==> src/rtl/noc_pkg.sv <==
// rtl/noc_pkg.sv - shared types and defaults for the next-hop table
// Purpose: per-channel lock state encoding and the default address width.
// Ports: none (package).
package noc_pkg;

  typedef enum logic {
    IDLE   = 1'b0,
    LOCKED = 1'b1
  } nh_state_t;

  localparam int ADDR_W_DEFAULT = 3;

endpackage

==> src/rtl/nexthop_channel.sv <==
// rtl/nexthop_channel.sv - one channel of the next-hop lock table
// Purpose: holds the routed next-hop address between head and tail flit,
//          ages the lock, flags timeouts and rejected writes.
// Ports:
//   clk, rst_n     clock, asynchronous active-low reset
//   write_i        head flit routed: request to lock addr_i
//   release_i      tail flit sent: request to unlock
//   addr_i         next-hop address to latch
//   addr_o         registered next-hop address (held after release)
//   valid_o        channel is locked
//   valid_next_o   lock state that becomes valid_o on the next edge
//   timeout_o      sticky: lock age reached TIMEOUT
//   err_o          one-cycle pulse: write rejected while locked
module nexthop_channel
  import noc_pkg::*;
#(
  parameter int ADDR_W  = ADDR_W_DEFAULT,
  parameter int TIMEOUT = 255
) (
  input  logic              clk,
  input  logic              rst_n,
  input  logic              write_i,
  input  logic              release_i,
  input  logic [ADDR_W-1:0] addr_i,
  output logic [ADDR_W-1:0] addr_o,
  output logic              valid_o,
  output logic              valid_next_o,
  output logic              timeout_o,
  output logic              err_o
);

  localparam int AGE_W = $clog2(TIMEOUT + 1);
  localparam logic [AGE_W-1:0] AGE_MAX = AGE_W'(TIMEOUT);

  nh_state_t         state_q, state_d;
  logic [ADDR_W-1:0] addr_q, addr_d;
  logic [AGE_W-1:0]  age_q, age_d;
  logic              timeout_q, timeout_d;
  logic              err_q, err_d;

  always_ff @(posedge clk or negedge rst_n) begin
    if (!rst_n) begin
      state_q   <= IDLE;
      addr_q    <= '0;
      age_q     <= '0;
      timeout_q <= 1'b0;
      err_q     <= 1'b0;
    end else begin
      state_q   <= state_d;
      addr_q    <= addr_d;
      age_q     <= age_d;
      timeout_q <= timeout_d;
      err_q     <= err_d;
    end
  end

  always_comb begin
    state_d   = state_q;
    addr_d    = addr_q;
    age_d     = age_q;
    timeout_d = timeout_q;
    err_d     = 1'b0;
    case (state_q)
      IDLE: begin
        // A simultaneous release is ignored: the write wins.
        if (write_i) begin
          state_d   = LOCKED;
          addr_d    = addr_i;
          age_d     = '0;
          timeout_d = 1'b0;
        end
      end
      LOCKED: begin
        if (write_i && release_i) begin
          // Tail of one packet and head of the next in the same cycle.
          addr_d    = addr_i;
          age_d     = '0;
          timeout_d = 1'b0;
        end else if (release_i) begin
          state_d   = IDLE;
          age_d     = '0;
          timeout_d = 1'b0;
        end else begin
          err_d = write_i;
          // Age saturates; the flag rises the cycle after saturation.
          if (age_q == AGE_MAX) begin
            timeout_d = 1'b1;
          end else begin
            age_d = age_q + AGE_W'(1);
          end
        end
      end
      default: state_d = IDLE;
    endcase
  end

  assign addr_o       = addr_q;
  assign valid_o      = (state_q == LOCKED);
  assign valid_next_o = (state_d == LOCKED);
  assign timeout_o    = timeout_q;
  assign err_o        = err_q;

endmodule

==> src/rtl/nexthop_table.sv <==
// rtl/nexthop_table.sv - multi-channel next-hop lock table
// Purpose: NUM_CH independent next-hop lock channels plus a registered
//          count of locked channels.
// Ports:
//   clk, reset       clock, asynchronous active-low reset
//   nh_write_i       per-channel write (head flit routed)
//   nh_address_i     per-channel next-hop address, ADDR_W bits per channel
//   nh_release_i     per-channel release (tail flit sent)
//   nh_address_o     registered next-hop address, same packing
//   nh_valid_o       per-channel locked flag
//   nh_timeout_o     per-channel sticky lock-age timeout
//   nh_err_o         per-channel rejected-write pulse
//   locked_count_o   number of locked channels
module nexthop_table
  import noc_pkg::*;
#(
  parameter int NUM_CH  = 5,
  parameter int ADDR_W  = ADDR_W_DEFAULT,
  parameter int TIMEOUT = 255
) (
  input  logic                         clk,
  input  logic                         reset,
  input  logic [NUM_CH-1:0]            nh_write_i,
  input  logic [NUM_CH*ADDR_W-1:0]     nh_address_i,
  input  logic [NUM_CH-1:0]            nh_release_i,
  output logic [NUM_CH*ADDR_W-1:0]     nh_address_o,
  output logic [NUM_CH-1:0]            nh_valid_o,
  output logic [NUM_CH-1:0]            nh_timeout_o,
  output logic [NUM_CH-1:0]            nh_err_o,
  output logic [$clog2(NUM_CH+1)-1:0]  locked_count_o
);

  localparam int CNT_W = $clog2(NUM_CH + 1);

  logic [NUM_CH-1:0] valid_next;
  logic [CNT_W-1:0]  count_q, count_d;

  for (genvar c = 0; c < NUM_CH; c++) begin : g_ch
    nexthop_channel #(
      .ADDR_W  (ADDR_W),
      .TIMEOUT (TIMEOUT)
    ) u_ch (
      .clk          (clk),
      .rst_n        (reset),
      .write_i      (nh_write_i[c]),
      .release_i    (nh_release_i[c]),
      .addr_i       (nh_address_i[c*ADDR_W +: ADDR_W]),
      .addr_o       (nh_address_o[c*ADDR_W +: ADDR_W]),
      .valid_o      (nh_valid_o[c]),
      .valid_next_o (valid_next[c]),
      .timeout_o    (nh_timeout_o[c]),
      .err_o        (nh_err_o[c])
    );
  end

  // Counting next-state locks keeps the registered count aligned with
  // nh_valid_o in the same cycle.
  always_comb begin
    count_d = '0;
    for (int i = 0; i < NUM_CH; i++) begin
      count_d = count_d + CNT_W'(valid_next[i]);
    end
  end

  always_ff @(posedge clk or negedge reset) begin
    if (!reset) begin
      count_q <= '0;
    end else begin
      count_q <= count_d;
    end
  end

  assign locked_count_o = count_q;

endmodule
==> config.mk <==
export PLATFORM = sky130hd
export DESIGN_NAME = nexthop_table
export DESIGN_NICKNAME = d
export VERILOG_FILES = /design/src/rtl/noc_pkg.sv /design/src/rtl/nexthop_channel.sv /design/src/rtl/nexthop_table.sv
export SDC_FILE = /design/constraint.sdc
export NUM_CORES = 1
export LEC_CHECK = 0
export ABC_AREA = 1
export BUFFER_PORTS_ARGS = -buffer_cell sky130_fd_sc_hd__clkbuf_2
export CAP_MARGIN = 20
export CORE_ASPECT_RATIO = 1.25
export CORE_MARGIN = 2
export CORE_UTILIZATION = 51
export CTS_BUF_LIST = sky130_fd_sc_hd__clkbuf_16
export CTS_CLUSTER_DIAMETER = 200
export DETAILED_ROUTE_END_ITERATION = 8
export PLACE_DENSITY = 0.8
export SLEW_MARGIN = 20
export SYNTH_ARGS = -nofsm -noshare
export SYNTH_HDL_FRONTEND = slang
export SYNTH_HIERARCHICAL = 1
export SYNTH_SLANG_ARGS = --single-unit
==> constraint.sdc <==
create_clock -name clk -period 2.02 [get_ports clk]
set_clock_uncertainty 0.15 [all_clocks]
set_input_delay 0.404 -clock clk [delete_from_list [all_inputs] [get_ports clk]]
set_output_delay 0.404 -clock clk [all_outputs]
set_load 0.05 [all_outputs]
Word-level counts from Yosys, hierarchy flattened
Cells that the tools add are included.
Word-level totals
  word-level logic and storage cells: 185
  input bits: 27
  register bits: 73
  output and inout port bits: 33
Operators by class
  add/subtract/negate cells: 9
  mux-type cells: 100
  reductions and logical operators: 20
  equality and inequality tests: 25
  bitwise gates (word level): 5
Operators by type and width (count)
  2-to-1 mux 8 bit: 20
  one-hot mux 8 bit (2 select lines): 5
  2-to-1 mux 1 bit: 50
  adder 8 x 1 -> 8 bit, second input constant: 5
  equality test 8 bit, second input constant: 5
  inequality test 4 bit, second input constant: 10
  2-to-1 mux 3 bit: 10
  one-hot mux 3 bit (2 select lines): 5
  AND reduction 2 bit: 15
  inequality test 2 bit, second input constant: 10
  one-hot mux 1 bit (2 select lines): 10
  adder 3 x 1 -> 3 bit: 2
  logical AND 1 bit: 5
  inverter 1 bit: 5
  adder 2 x 1 -> 3 bit: 1
  adder 1 x 1 -> 2 bit: 1

Longest topological paths before layout
Gate-level depths: netlist of run 1.
  depth after elaboration: 7
  gate-level depth with buffers: 8
  depth with buffers taken out: 8

By module
Netlist of run 1, hierarchy kept.
By module, submodules not included
  nexthop_channel: cells an instance 85, instances 5, sequential area each 350.3 um^2, area each 715.7 um^2
  nexthop_table: cells an instance 6, instances 1, sequential area each 75.1 um^2, area each 127.6 um^2

Least setup slack after synthesis of run 1
No wires, ideal clock.
  path kind: register to register
  start point: register g_ch[1].u_ch.state_q
  end point: register count_q[1] (netlist: locked_count_o[1])
  clock period less this slack: 2.337 ns
  setup slack: -0.317 ns
  cell stages (with the launch flop): 6
  arrival: 2.061 ns
  path buffers: 0
  cell sequence: dfrtp_1 -> nand2_2 -> nand2_1 -> fa_1 -> fa_1 -> ha_1
Between the ends
  word-level cells in the longest chain between the ends: 6
RTL lines
  start: declaration: RTL line nexthop_channel.sv:35  | nh_state_t state_q, state_d;
  start signal: assignment: RTL line nexthop_channel.sv:49  | state_q <= state_d;
  inverter 1 bit
  one-hot mux 1 bit (2 select lines) (*): RTL line nexthop_channel.sv:63  | case (state_q)
  via valid_next[1]: RTL line nexthop_table.sv:35  | logic [NUM_CH-1:0] valid_next;
  adder 1 x 1 -> 2 bit (*): RTL line nexthop_table.sv:61  | count_d = count_d + CNT_W'(valid_next[i]);
  adder 2 x 1 -> 3 bit (*): RTL line nexthop_table.sv:61
  adder 3 x 1 -> 3 bit (*) (2 in series): RTL line nexthop_table.sv:61
  via count_d[1]: RTL line nexthop_table.sv:36  | logic [CNT_W-1:0] count_q, count_d;
  end signal: assignment: RTL line nexthop_table.sv:69  | count_q <= count_d;
  end: declaration: RTL line nexthop_table.sv:36
The timed path passes the listed nets; every way through them passes the cells marked *.
A chain may end at the register's enable or synchronous reset.

Worst setup path after layout of run 1
Ends and elaborated chain as after synthesis.

==> results.md, run 1 <==
- Status: complete, no violations
- CTS max path bufs: 2
- Total chip power: 3770 µW
- Sequential area share after synthesis: 49.3%
- Largest family of logic cells by synthesized area: simple AND/OR/NAND/NOR gates
- Total GRT Usage: 22.2%
- Total number of vias: 3266
- Maxcap violations: 0
- Post-layout min period: 1.97 ns
- Fin nets: 555
- YS warnings: 6
- Peak VDD IR: 495 µV
- CTS H-tree depth: 3
- Fraction of final layout cells with drive strength greater than 1: 29.4%
- Switching share of power: 29.2%
- F_max: 508 MHz
- Dpl cells: 598
- Num CTS Buffers: 9
- Clock Power Share: 39.7%
- Syn Inst Count: 431
- Fill cells: 569
- Port bufs: 59
- Cell variety after synth: 18
- Clock sink total: 73
- Row count: 34
- Leak pwr: 0.00230 µW
- Mapped Area: 3710 µm²
- CORE AREA: 7020 µm²
- HPWL after detailed placement: 5910 µm
- First-pass DRT Iterations: 5
- GR Overflow Total: 0
- Worst Tran Pin Value: 0.476 ns
- Vias in the first global route: 3301
- DRC: 0
- Syn_nets: 466
- Die ar.: 7970 µm²
- Starting density of the core: 52.8%
- Flop pwr share: 43.2%
- HP Class: input pin to flip-flop
- Final period utilization: 97.4%
- Synth Area in Adders: 3.11%
- Worst hold margin: 0.127 ns
- Post-CTS Repair Setup Buffers: 0
- # diodes: 0
- Combinational share of power: 17.1%
- Die W: 80.2 µm
- # IOs: 60
- Crit Path Category: flip-flop to flip-flop
- Final Cell Area: 4570 µm²
- Vias per cell: 5.32
- Complex-gate fraction of the synthesized area: 7.60%
- Final setup viols: 0
- Post-DR wirelength/cell: 12.9 µm
- Die Span Y: 99.3 µm
- Switching power: 1100 µW
- Required @ worst endpoint: 2.07 ns
- Area grow syn2layout: 23.2%
- Initial drt markers: 141
- First-pass GRT wire length: 14000 µm
- XOR/XNOR share of the synthesized area: 0%
- Critical Path Sink Type: flip-flop
- DP Area: 4280 µm²
- Root Buffer: clkbuf_16
- Post-route ant nets: 0
- Clock-pin slew on the worst setup and hold paths: 0.06 ns
- Simple-Gate Fraction of Synth Area: 28.9%
- Final wirelength: 7950 µm
- Slew Limit Fails: 0
- Post-synthesis mux area share: 4.56%
- Initial antenna violation count: 0
- Flops & latches, synth: 73
- Clk_lat worst skew: 0.32 ns
- Max FO, Critical Path: 2
- Max-Slew Margin vs Limit: 68.2%
- Clock tree from TritonCTS: yes
- CP arrival: 2.02 ns
- Pint: 2670 µW
- Finished Layout Cells: 614
- Largest net degree at the start of global routing: 37
- Unrepaired setup endpoints after global routing: false
- RD Place Congestion: 0.848
- Mapped Avg Cell Area: 8.60 µm²
- Crit start category: flip-flop
- Final Hold Vio Count: 0
- PwrDens: 826 nW/µm²
- Total Negative Setup Slacks: 0 ns
[layout by cell type (no fill, tap or decap)]
| master | instances |
|---|---|
| fa_1 | 1 |
| nor2_1 | 40 |
| inv_2 | 5 |
| dfrtp_1 | 70 |
| bufinv_16 | 1 |
| nand2_4 | 8 |
| clkbuf_16 | 9 |
| mux2_2 | 15 |
| fa_2 | 1 |
| nand2_1 | 98 |
| nand2_2 | 14 |
| buf_4 | 19 |
| inv_1 | 62 |
| a21oi_1 | 10 |
| clkinvlp_4 | 1 |
| nor2_2 | 5 |
| nor2_4 | 5 |
| o41ai_1 | 5 |
| clkbuf_2 | 58 |
| nand3_1 | 30 |
| ha_1 | 6 |
| o21ai_2 | 10 |
| dlygate4sd3_1 | 1 |
| dfrtp_2 | 3 |
| nand4_1 | 25 |
| o21ai_0 | 20 |
| clkinv_1 | 2 |
[path summary, 6_finish.rpt]
check,startpoint,end,slack (ns),cells after the start
worst max register to register,g_ch[1].u_ch/valid_o$_DFF_PN0_,locked_count_o[1]$_DFF_PN0_,0.05,5
worst min-delay path,nh_release_i[2],g_ch[2].u_ch/age_q[2]$_DFFE_PN0P_,0.13,2
worst max-delay path,g_ch[1].u_ch/valid_o$_DFF_PN0_,locked_count_o[1]$_DFF_PN0_,0.05,5
max in group asynchronous,reset,g_ch[4].u_ch/age_q[4]$_DFFE_PN0P_,0.71,3
min in group asynchronous,reset,g_ch[3].u_ch/addr_o[0]$_DFFE_PN0P_,0.43,2
worst min register to register,g_ch[1].u_ch/addr_o[1]$_DFFE_PN0P_,g_ch[1].u_ch/addr_o[1]$_DFFE_PN0P_,0.35,1
[registers in the layout, summed over array words and instances, names as in the netlist]
signal / count
g_ch.u_ch/age_q: 40
g_ch.u_ch/addr_o: 15
g_ch.u_ch/err_o: 5
g_ch.u_ch/timeout_o: 5
g_ch.u_ch/valid_o: 5
locked_count_o: 3
[Yosys cell counts]
library cell  number  area (µm²)
inv_1             60         225
dfrtp_1           73        1830
o21ai_0           20         100
ha_1               6        75.1
a21oi_1           10        50.1
nor2_1            40         150
o21ai_2           10        87.6
mux2_2            15         169
nand2_1          100         375
fa_1               2        40.0
nand2_4            5        56.3
inv_2              5        18.8
nand3_1           30         150
nand4_1           25         156
nor2_4             5        56.3
o41ai_1            5        43.8
nand2_2           15        93.8
nor2_2             5        31.3
[cell families (layout without fill, tap and decap cells)]
logic type / Yosys count / count (layout)
muxes: 15 / 15
adders and majority gates: 8 / 8
and+or+nand+nor: 225 / 225
AOI/OAI and AO/OA: 45 / 45
DFF: 73 / 73
buffers and inverters: 65 / 158
[power groups by stage]
stage | Sequential [µW] | Combinational (µW) | Clock (µW)
after CTS | 1630 | 654 | 1530
after global routing | 1640 | 697 | 1580
after detailed placement | 1650 | 650 | 0
after floorplan | 1900 | 176 | 0
after global placement | 1650 | 632 | 0
final | 1630 | 646 | 1500
[through the flow]
step	util, %	setup WS [ns]
2_1_floorplan	-	-0.0658
3_3_place_gp	60.9	-0.111
3_5_place_dp	60.9	-0.146
4_1_cts	65.0	0.0412
5_1_grt	65.0	0.0170
6_report	65.0	0.0523
[worst max-delay path: stages (launching register included)]
cell and delay [ns]:
dfrtp_2 0.42, nand2_4 0.06, nand2_1 0.11, fa_1 0.50, fa_2 0.34, ha_1 0.28
[area by class of cell]
class,count,area [µm²],share of cell area [%]
flip-flops and latches,73,1830,40.1
multi-input cells,293,1660,36.3
repair buffers,78,443,9.70
inverters,65,244,5.34
clock buffers,9,225,4.93
well taps,90,113,2.47
clock inverters,6,52.6,1.15
[metal layers]
metal  up-vias  routed length [µm]  GRT usage, %  part of all wire [%]
li1       1582                   -             -                     -
met4         0                 202          11.6                   2.5
met3        14                 281          2.90                   3.5
met5         -                   0             0                     0
met1      1572                3310          25.5                    42
met2        98                4160          39.6                    52
[timing repair]
action / in CTS / in global routing
gates resized for setup: 0 / 0
hold endpoints to repair: 33 / 0
hold buffers: 1 / 0
(Power assumes the default switching activity.)
==> run 2, diff against run 1 <==
--- a/config.mk
+++ b/config.mk
@@ -15,2 +15,3 @@
 export CTS_CLUSTER_DIAMETER = 200
+export CTS_CLUSTER_SIZE = 25
 export DETAILED_ROUTE_END_ITERATION = 8
--- a/constraint.sdc
+++ b/constraint.sdc
@@ -4,2 +4,2 @@
 set_output_delay 0.404 -clock clk [all_outputs]
-set_load 0.05 [all_outputs]
+set_load 0.1 [all_outputs]
==> run 2 against run 1 <==
  * Setup slack better by 0.0025 ns
  * Maximum frequency grew 0.13%
  * Utilization is 0.21 points lower
  * Register-to-register slack about the same
  * First-iteration DRC count grew 45%
  * Flip-flop and latch count is the same
  * Power is 4.0% higher
  * Count of clock-buffer cells in the layout is the same
  * Sequential power is essentially flat
  * Critical endpoint unchanged
  * Largest cell class unchanged
==> results.md, run 2 (same netlist as run 1, synthesis figures left out) <==
- Maxcap violations: 0 (unchanged)
- Fraction of final layout cells with drive strength greater than 1: 29.4% (about the same)
- Leak pwr: 0.00229 µW (was 0.00230 µW)
- Dpl cells: 596 (was 598)
- Buffers & Inverters on Critical Path: 0 (unchanged)
- Post-CTS Repair Setup Buffers: 0 (unchanged)
- Clock Power Share: 34.9% (was 39.7%)
- Switching power: 1380 µW (was 1100 µW)
- CORE AREA: 7020 µm² (unchanged)
- Total Negative Setup Slacks: 0 ns (unchanged)
- Slowest-stage cell, CP: dfrtp_4 (was fa_1)
- DRC: 0 (unchanged)
- Finished Layout Cells: 613 (was 614)
- CTS H-tree depth: 3 (unchanged)
- Final setup viols: 0 (unchanged)
- CTS max path bufs: 2 (unchanged)
- Pint: 2540 µW (was 2670 µW)
- R2r setup slk: 0.05 ns (about the same)
- Commonest non-fill, non-tap cells in the layout: 98 x nand2_1, 70 x dfrtp_1, 62 x inv_1 (unchanged)
- Post-DR wirelength/cell: 12.5 µm (was 12.9 µm)
- Register area: 1840 µm² (was 1830 µm²)
- Worst Min Path Start: nh_release_i[4] (was nh_release_i[2])
- Unrepaired setup endpoints after global routing: false (unchanged)
- Clock-pin slew on the worst setup and hold paths: 0.05 ns (was 0.06 ns)
- Final core utilization: 64.8% (was 65.0%)
- Reg2reg path depth: 5 (unchanged)
- Reg2reg start: g_ch[1].u_ch/valid_o$_DFF_PN0_ (unchanged)
- Total number of vias: 3134 (was 3266)
- Worst hold path cell count: 2 (unchanged)
- Max FO, Critical Path: 2 (unchanged)
- Die W: 80.2 µm (unchanged)
- Vias in the first global route: 3101 (was 3301)
- Combinational share of power: 23.5% (was 17.1%)
- Multi-input gate area: 1660 µm² (about the same)
- CP arrival: 2.08 ns (was 2.02 ns)
- Final Hold Vio Count: 0 (unchanged)
- # diodes: 0 (unchanged)
- Slew Limit Fails: 0 (unchanged)
- Met3 Track Usage GR: 5.26% (was 2.90%)
- GR Overflow Total: 0 (unchanged)
- Worst path max stage delay: 0.48 ns (was 0.50 ns)
- First-pass DRT Iterations: 4 (was 5)
- Number of flip-flops in the largest register: 40 (unchanged)
- First-pass GRT wire length: 13500 µm (was 14000 µm)
- Fin nets: 553 (was 555)
- Final wirelength: 7670 µm (was 7950 µm)
- GR peak layer: met2 (unchanged)
- Cells along the critical path: nand2_4 > nand2_1 > fa_1 > fa_2 > ha_2 (was nand2_4 > nand2_1 > fa_1 > fa_2 > ha_1)
- Clk_lat worst skew: 0.33 ns (was 0.32 ns)
- Peak VDD IR: 677 µV (was 495 µV)
- Switching share of power: 35.1% (was 29.2%)
- Critical Path Sink Type: flip-flop (unchanged)
- Largest delay share family, worst path: adder cells (unchanged)
- Num CTS Buffers: 9 (unchanged)
- F_max: 509 MHz (was 508 MHz)
- CTS resizes: 0 (unchanged)
- Crit Path Category: flip-flop to flip-flop (unchanged)
- Port bufs: 59 (unchanged)
- Met2 GRT Util: 36.5% (was 39.6%)
- Die Span Y: 99.3 µm (unchanged)
- Initial drt markers: 204 (was 141)
- Critical R2R Capture: locked_count_o[1]$_DFF_PN0_ (unchanged)
- PwrDens: 862 nW/µm² (was 826 nW/µm²)
- Largest net degree at the start of global routing: 37 (unchanged)
- Total chip power: 3920 µW (was 3770 µW)
- Area grow syn2layout: 22.8% (was 23.2%)
- Met1 Use GR: 26.1% (was 25.5%)
- Starting density of the core: 52.8% (unchanged)
- RD Place Congestion: 0.884 (was 0.848)
- Final period utilization: 97.3% (was 97.4%)
- Clock tree from TritonCTS: yes (unchanged)
- Post-layout min period: 1.97 ns (about the same)
- Status: complete, no violations (unchanged)
- Post-route ant nets: 0 (unchanged)
- Flop pwr share: 41.5% (was 43.2%)
- Biggest register: g_ch.u_ch/age_q (unchanged)
- Worst Tran Pin Value: 0.567 ns (was 0.476 ns)
- Commonest non-fill, non-tap cell in the layout: nand2_1 (unchanged)
- Total GRT Usage: 21.5% (was 22.2%)
- Fill cells: 569 (unchanged)
- Vias per cell: 5.11 (was 5.32)
- Required @ worst endpoint: 2.14 ns (was 2.07 ns)
- HP Class: input pin to flip-flop (unchanged)
- Max-Slew Margin vs Limit: 62.4% (was 68.2%)
- HPWL after detailed placement: 5740 µm (was 5910 µm)
- Initial antenna violation count: 0 (unchanged)
- # IOs: 60 (unchanged)
- Root Buffer: clkbuf_16 (unchanged)
- Row count: 34 (unchanged)
- Worst hold margin: 0.123 ns (was 0.127 ns)
- Die ar.: 7970 µm² (unchanged)
- Worst Hold End: g_ch[4].u_ch/age_q[2]$_DFFE_PN0P_ (was g_ch[2].u_ch/age_q[2]$_DFFE_PN0P_)
- Clock sink total: 73 (unchanged)
- Crit start category: flip-flop (unchanged)
-- run 2: how the worst max path moves through the flow --
| stage | cells past startpoint | startpoint | to | slack (ns) |
|---|---|---|---|---|
| final | 5 | g_ch[1].u_ch/valid_o$_DFF_PN0_ | locked_count_o[1]$_DFF_PN0_ | 0.05 |
| after global routing | 5 | g_ch[1].u_ch/valid_o$_DFF_PN0_ | locked_count_o[1]$_DFF_PN0_ | 0.003 |
| after CTS | 5 | g_ch[1].u_ch/valid_o$_DFF_PN0_ | locked_count_o[1]$_DFF_PN0_ | 0.009 |
| after detailed placement | 7 | nh_release_i[1] | locked_count_o[1]$_DFF_PN0_ | -0.09 |
| after global placement | 7 | nh_release_i[1] | locked_count_o[1]$_DFF_PN0_ | -0.07 |
| after floorplan | 5 | g_ch[3].u_ch/valid_o$_DFF_PN0_ | locked_count_o[1]$_DFF_PN0_ | -0.15 |
-- run 2: layer usage --
layer  wire length (µm)  up-vias
met5                  0        -
met4                114        0
met3                397       11
met2               3890       77
met1               3260     1472
li1                   -     1574
-- run 2: layout make-up --
cell class,instances,share of cell area (%)
Clock inverter,7,0.660
Sequential cell,73,40.4
Inverter,65,5.36
Clock buffer,9,4.95
Timing Repair Buffer,76,9.68
Tap cell,90,2.47
Multi-Input combinational cell,293,36.5
-- run 2: timing repair --
| action | in CTS | in global routing |
|---|---|---|
| hold buffers | 1 | 0 |
| hold endpoints to repair | 34 | 0 |
| endpoints found under the setup margin | 0 | 1 |
-- run 2: stage by stage --
stage / cell area (µm²) / setup WS, ns
global placement: 4290 / -0.0653
CTS: 4550 / 0.00869
floorplan: 3740 / -0.154
detailed placement: 4290 / -0.0884
finish: 4550 / 0.0547
global route: 4550 / 0.00290
-- run 2: power by group through the flow --
stage	registers, µW	clock network (µW)	logic [µW]
after detailed placement	1650	0	928
final	1630	1370	924
after global placement	1650	0	912
after floorplan	2180	0	177
after global routing	1640	1460	975
after CTS	1630	1400	932
